`config.mk`:
```
export PLATFORM = sky130hd
export DESIGN_NAME = zorro_reg_window
export DESIGN_NICKNAME = d
export VERILOG_FILES = /design/src/rtl/zorro_pkg.sv /design/src/rtl/zorro_reg_bank.sv /design/src/rtl/zorro_reg_window.sv
export SDC_FILE = /design/constraint.sdc
export NUM_CORES = 1
export LEC_CHECK = 0
export CAP_MARGIN = 25
export CORE_MARGIN = 5
export CORE_UTILIZATION = 44
export DETAILED_ROUTE_END_ITERATION = 8
export PLACE_DENSITY = 0.86
export SYNTH_ARGS = -nofsm -noshare
export SYNTH_HDL_FRONTEND = slang
export SYNTH_SLANG_ARGS = --single-unit
```
`constraint.sdc`:
```
create_clock -name CLK -period 2.3 [get_ports CLK]
set_clock_uncertainty 0.2 [all_clocks]
set_input_delay 0.345 -clock CLK [delete_from_list [all_inputs] [get_ports CLK]]
set_output_delay 0.345 -clock CLK [all_outputs]
set_load 0.01 [all_outputs]
```
`src/rtl/zorro_pkg.sv`:
```
// zorro_pkg: definitions shared by the Zorro III slave decoders.
//   z3_state_e   : slave handshake states (IDLE / WAIT / HOLD)
//   Z3_SLOT_*    : ADDR[23:17] match values for the 128 KB slots in the 16 MB BAR
//   clog2        : ceiling log2 for parameter arithmetic
//   idx_width    : register-index width, at least one bit
package zorro_pkg;

  typedef enum logic [1:0] {
    IDLE = 2'd0,
    WAIT = 2'd1,
    HOLD = 2'd2
  } z3_state_e;

  localparam int Z3_MATCH_W = 7;
  localparam int Z3_MAX_WAIT = 7;

  // Slot match values; 7'h46 places the window at BAR offset 0x8C0000.
  localparam logic [6:0] Z3_SLOT_DIP = 7'h46;
  localparam logic [6:0] Z3_SLOT_CFG = 7'h47;
  localparam logic [6:0] Z3_SLOT_AUX = 7'h48;

  function automatic int clog2(input int n);
    int r;
    r = 0;
    for (int v = 1; v < n; v = v << 1) r++;
    return r;
  endfunction

  function automatic int idx_width(input int n);
    return (clog2(n) < 1) ? 1 : clog2(n);
  endfunction

endpackage

```
`src/rtl/zorro_reg_bank.sv`:
```
// zorro_reg_bank: NREGS byte registers with per-register reset value and
// per-bit write mask.
//   clk_i, rst_n_i : clock, synchronous active-low reset
//   wr_en_i        : commit wdata_i into register idx_i on this edge
//   idx_i          : register index for both read and write
//   wdata_i        : write data
//   rdata_o        : combinational read of register idx_i
//   regs_o         : all register contents, register i at [8i+7:8i]
//   wr_pulse_o     : one-clock pulse, bit i set on the clock after register i is written
module zorro_reg_bank
  import zorro_pkg::*;
#(
  parameter int                 NREGS     = 4,
  parameter logic [NREGS*8-1:0] RESET_VAL = '0,
  parameter logic [NREGS*8-1:0] WR_MASK   = '1
) (
  input  logic                             clk_i,
  input  logic                             rst_n_i,
  input  logic                             wr_en_i,
  input  logic [idx_width(NREGS)-1:0]      idx_i,
  input  logic [7:0]                       wdata_i,
  output logic [7:0]                       rdata_o,
  output logic [NREGS*8-1:0]               regs_o,
  output logic [NREGS-1:0]                 wr_pulse_o
);

  localparam int IDX_W = idx_width(NREGS);

  logic [NREGS*8-1:0] regs_q, regs_d;
  logic [NREGS-1:0]   hit;
  logic [NREGS-1:0]   wr_pulse_q;

  // A single-register bank ignores the index bit, so the byte aliases
  // across the whole window like the original DIP shadow.
  always_comb begin
    hit = '0;
    for (int i = 0; i < NREGS; i++) begin
      hit[i] = (NREGS == 1) || (idx_i == IDX_W'(i));
    end
  end

  always_comb begin
    rdata_o = '0;
    for (int i = 0; i < NREGS; i++) begin
      if (hit[i]) rdata_o = regs_q[8*i +: 8];
    end
  end

  // Masked-off bits keep their current value, which is always the reset value.
  always_comb begin
    regs_d = regs_q;
    for (int i = 0; i < NREGS; i++) begin
      if (wr_en_i && hit[i]) begin
        regs_d[8*i +: 8] = (wdata_i & WR_MASK[8*i +: 8]) |
                           (regs_q[8*i +: 8] & ~WR_MASK[8*i +: 8]);
      end
    end
  end

  always_ff @(posedge clk_i) begin
    if (!rst_n_i) begin
      regs_q     <= RESET_VAL;
      wr_pulse_q <= '0;
    end else begin
      regs_q     <= regs_d;
      wr_pulse_q <= hit & {NREGS{wr_en_i}};
    end
  end

  assign regs_o     = regs_q;
  assign wr_pulse_o = wr_pulse_q;

endmodule

```
`src/rtl/zorro_reg_window.sv`:
```
// zorro_reg_window: Zorro III slave window exposing NREGS byte registers on
// D31:24 inside a 128 KB slot of the board's 16 MB BAR.
//   CLK, RESET_n          : clock, synchronous active-low reset
//   ADDR[23:2]            : [23:17] slot match, low bits select the register
//   READ, DIN, FCS_n      : Z3 direction, write data, full cycle strobe
//   slave_cycle           : board addressed as slave
//   configured            : autoconfig complete
//   DOUT                  : registered read data, holds between reads
//   sid_dtack             : registered transfer acknowledge
//   SID_n                 : combinational window select, active low
//   regs_q, wr_pulse      : live register contents and per-register write pulse
//
// state | meaning
// IDLE  | no transfer; waits for select with FCS_n low
// WAIT  | cycle latched, counting wait states; FCS_n high aborts
// HOLD  | transfer done, DTACK asserted until FCS_n returns high
module zorro_reg_window
  import zorro_pkg::*;
#(
  parameter logic [6:0]         BASE_MATCH  = Z3_SLOT_DIP,
  parameter int                 NREGS       = 4,
  parameter int                 WAIT_CYCLES = 0,
  parameter logic [NREGS*8-1:0] RESET_VAL   = '0,
  parameter logic [NREGS*8-1:0] WR_MASK     = '1,
  parameter bit                 RO_WINDOW   = 1'b0
) (
  input  logic                 CLK,
  input  logic                 RESET_n,
  input  logic [23:2]          ADDR,
  input  logic                 READ,
  input  logic [31:24]         DIN,
  input  logic                 FCS_n,
  input  logic                 slave_cycle,
  input  logic                 configured,
  output logic [31:24]         DOUT,
  output logic                 sid_dtack,
  output logic                 SID_n,
  output logic [NREGS*8-1:0]   regs_q,
  output logic [NREGS-1:0]     wr_pulse
);

  localparam int IDX_W = idx_width(NREGS);

  z3_state_e          state_q;
  logic [2:0]         cnt_q;
  logic [IDX_W-1:0]   idx_q;
  logic               rd_q;
  logic               dtack_q;
  logic [7:0]         dout_q;

  logic               win_sel;
  logic               bank_wr;
  logic [7:0]         bank_rdata;
  logic               unused_addr;

  // A read-only window never claims write cycles, leaving them to other decoders.
  assign win_sel = slave_cycle && configured &&
                   (ADDR[23:17] == BASE_MATCH) && (READ || !RO_WINDOW);
  assign SID_n   = !win_sel;

  assign unused_addr = ^ADDR[16:2+IDX_W];

  // FCS_n high on the terminal-count edge is an abort, so it gates the write.
  assign bank_wr = (state_q == WAIT) && !FCS_n && (cnt_q == 3'd0) &&
                   !rd_q && !RO_WINDOW;

  zorro_reg_bank #(
    .NREGS     (NREGS),
    .RESET_VAL (RESET_VAL),
    .WR_MASK   (WR_MASK)
  ) u_bank (
    .clk_i      (CLK),
    .rst_n_i    (RESET_n),
    .wr_en_i    (bank_wr),
    .idx_i      (idx_q),
    .wdata_i    (DIN),
    .rdata_o    (bank_rdata),
    .regs_o     (regs_q),
    .wr_pulse_o (wr_pulse)
  );

  always_ff @(posedge CLK) begin
    if (!RESET_n) begin
      state_q <= IDLE;
      cnt_q   <= 3'd0;
      idx_q   <= '0;
      rd_q    <= 1'b0;
      dtack_q <= 1'b0;
      dout_q  <= 8'hFF;
    end else begin
      case (state_q)
        IDLE: begin
          dtack_q <= 1'b0;
          if (win_sel && !FCS_n) begin
            idx_q   <= ADDR[2 +: IDX_W];
            rd_q    <= READ;
            cnt_q   <= 3'(WAIT_CYCLES);
            state_q <= WAIT;
          end
        end
        WAIT: begin
          if (FCS_n) begin
            state_q <= IDLE;
          end else if (cnt_q != 3'd0) begin
            cnt_q <= cnt_q - 3'd1;
          end else begin
            if (rd_q) dout_q <= bank_rdata;
            dtack_q <= 1'b1;
            state_q <= HOLD;
          end
        end
        HOLD: begin
          if (FCS_n) begin
            dtack_q <= 1'b0;
            state_q <= IDLE;
          end
        end
        default: begin
          dtack_q <= 1'b0;
          state_q <= IDLE;
        end
      endcase
    end
  end

  assign sid_dtack = dtack_q;
  assign DOUT      = dout_q;

endmodule

```
==> results.py <==
metrics = {
    "worst_setup_path": {
        "cpPeakStageDelay_ns": 0.47,
        "reg2reg_depth": 6,
        "rr_startpoint": "cnt_q[0]$_SDFFE_PN0P_",
        "crit_slowest_cell": "clkdlybuf4s50_1",
        "path_cells": "clkdlybuf4s50_1, nand4bb_4, nor3_2, inv_1, clkdlybuf4s50_1",
        "cp_max_fo": 2,
        "reg2reg_slack_ns": 0.32,
        "cp-endpoint": "SID_n",
        "endpoint_kind": "primary output",
        "cp.arrival_ns": 1.67,
        "r2r_end": "u_bank.regs_o[5]$_SDFFE_PN0P_",
        "worstSetupStartpoint": "ADDR[21]",
        "critPathKind": "in2out",
        "critical_path_required_ns": 1.75,
        "critPathMostFrequentCell": "clkdlybuf4s50_1",
        "critPathLaunchType": "primary input",
    },
    "synthesis": {
        "yosysUniqueCellTypes": 37,
        "ys_ff_latch": 53,
        "synthTopCellsByCount": "53 x dfxtp_1, 47 x nand2_1, 35 x mux2i_1",
        "yosys_warnings": 0,
        "synth_top_cells_by_area": "dfxtp_1 46%, mux2i_1 15%, mux4_2 7.8%",
        "synth_top_cell_by_area": "dfxtp_1",
        "synth_top_area_frac": 0.462,
        "async_flop_share": 0,
        "synth-edff-count": 0,
        "yosysMostFrequentCell": "dfxtp_1",
        "synth_nets": 270,
        "postSynthAreaPerCell_um2": 9.90,
        "netlist_area_mm2": 0.00230,
        "syn_inst": 232,
        "ys.flop_type": "dfxtp_1",
        "synth.yosys.seq_area_share": 0.462,
    },
    "power_and_ir_drop": {
        "peakVddDrop_mv": 0.399,
        "powerDensity_mw_per_mm2": 470,
        "p_leak_nw": 1.24,
        "design_power_total_mw": 1.53,
    },
    "routing": {
        "num_vias": 1933,
        "post-route-drc-count": 0,
        "routed_wl_um": 5760,
        "drt_iter0_drc": 102,
        "postRouteAntennaNets": 0,
        "viasPerCell": 5.09,
        "drt-pass1-iter-count": 4,
        "post_drt_wl_per_cell_um": 15.2,
    },
    "sta": {
        "hold_viol": 0,
        "worst_slack_ns": 0.0819,
        "setup_viol": 0,
        "holdWs_ns": 0.274,
        "worst_pin_slew_ns": 0.553,
        "min_period_ns": 2.22,
        "timing.fmax_mhz": 451,
        "max_slew_margin": 0.631,
        "slew_violations": 0,
        "fin_crit_sh": 0.964,
    },
    "layout": {
        "fin_cells": 380,
        "final_util": 0.643,
        "layout-drive-gt1-share": 0.129,
        "diodes": 0,
        "final_nets": 347,
        "fillers": 419,
        "area_growth_pct": 42.1,
    },
    "clock_network": {
        "cts_buffers": 5,
        "cts_tree": "yes",
        "clock_latency_ns": 0.31,
        "clock_path_buffers": 2,
        "clkTransAtPathRegs_ns": 0.09,
        "htreeDepth": 2,
        "cts_root_buf": "clkbuf_8",
        "cts.sinks": 53,
    },
    "floorplanning": {
        "die_y_um": 82.2,
        "coreArea_mm2": 0.00507,
        "rows": 26,
        "dieArea_mm2": 0.00676,
        "die_w_um": 82.2,
        "boundaryPins": 82,
        "initial_core_util": 0.452,
    },
    "global_routing": {
        "grt_max_degree": 31,
        "grt_pass1_vias": 1984,
        "grt_pass1_wl_um": 9210,
        "grt.overflow.total": 0,
        "track_usage": 0.179,
        "antenna_found_initial": 0,
    },
    "run_status": {
        "status": "finished clean",
    },
    "flow_run": {
        "max-cap-violations": 0,
    },
    "placed_design": {
        "dp.cells": 371,
        "dpl_worst_slack_ns": -0.0409,
        "dp_hpwl_um": 4300,
        "place.gp.congestion": 0.754,
        "io_buffers": 68,
    },
    "min_path": {
        "hp-class": "in2reg",
    },
}
-- how the worst min path moves through the flow --
stage / startpoint / endpoint / slack, ns / depth (start not counted)
floorplan: FCS_n / state_q[1]$_SDFFE_PN0P_ / 0.22 / 1
global placement: u_bank.regs_o[4]$_SDFFE_PN0P_ / u_bank.regs_o[4]$_SDFFE_PN0P_ / 0.26 / 2
detailed placement: u_bank.regs_o[20]$_SDFFE_PN0P_ / u_bank.regs_o[20]$_SDFFE_PN0P_ / 0.27 / 2
CTS: RESET_n / DOUT[24]$_SDFFE_PN1P_ / 0.27 / 2
global route: RESET_n / DOUT[28]$_SDFFE_PN1P_ / 0.28 / 2
finish: RESET_n / DOUT[27]$_SDFFE_PN1P_ / 0.27 / 2
-- per-layer routing --
layer,global-route usage,vias to the layer above,wire length [µm]
li1,-,967,-
met1,0.217,907,2470
met2,0.300,52,2830
met3,0.0445,7,355
met4,0.0781,0,98
met5,0,-,0
-- report_power, final --
group	switching, mW	total (mW)	internal, mW
clock	0.316	0.532	0.216
sequential	0.000108	0.917	0.917
combinational	0.0381	0.0846	0.0465
total	0.354	1.53	1.18
-- cell type report --
cell class	instances	area [µm²]	area share
timing repair buffer	86	836	0.256
clock buffer	5	68.8	0.0211
clock inverter	3	21.3	0.00652
multi-input combinational	157	1160	0.357
tap	70	87.6	0.0269
sequential	53	1060	0.325
inverter	6	22.5	0.00690
-- logic make-up (layout without fill, tap and decap cells) --
family          after synthesis  count (layout)  synth area share
buf+inv                      22             100            0.0425
flops                        53              53             0.462
simple gates                 95              95             0.209
compound gates               17              17            0.0447
mux                          43              43             0.231
fa+ha+maj                     2               2            0.0109
-- layout by cell type (no fill, tap or decap), types with 3 or more instances in the layout --
cell type / count
nor2_1: 4
inv_1: 6
nand3_1: 17
nand2_1: 47
buf_4: 16
dfxtp_1: 53
clkdlybuf4s50_1: 67
clkbuf_8: 5
nand2b_1: 3
nand3b_1: 3
mux2i_1: 35
mux4_2: 8
o21ai_0: 10
-- critical path: cells and delay by family --
family                 cells  cell delay (ns)
buffers and inverters      3             0.94
AND/OR/NAND/NOR            2             0.39
-- per-stage QoR --
| step | setup TNS, ns | instance area (µm²) |
|---|---|---|
| after global placement | -0.160 | 3140 |
| after global routing | -0.0357 | 3260 |
| final | 0 | 3260 |
| after detailed placement | -0.381 | 3140 |
| after CTS | 0 | 3240 |
| after floorplan | 0 | 2300 |
-- flip-flops by register name (all words and copies together) (netlist names) --
name	flops
sid_dtack	1
idx_q	2
rd_q	1
u_bank.regs_o	32
DOUT	8
state_q	2
cnt_q	3
u_bank.wr_pulse_o	4
-- timing repair --
action / 4_1_cts / 5_1_grt
setup endpoints to repair: 1 / 1
cloned: 0 / 0
hold buffers: 0 / 0
gates resized for setup: 1 / 1
pin swaps: 0 / 1
buffers inserted: 0 / 1
(Power assumes the default switching activity.)
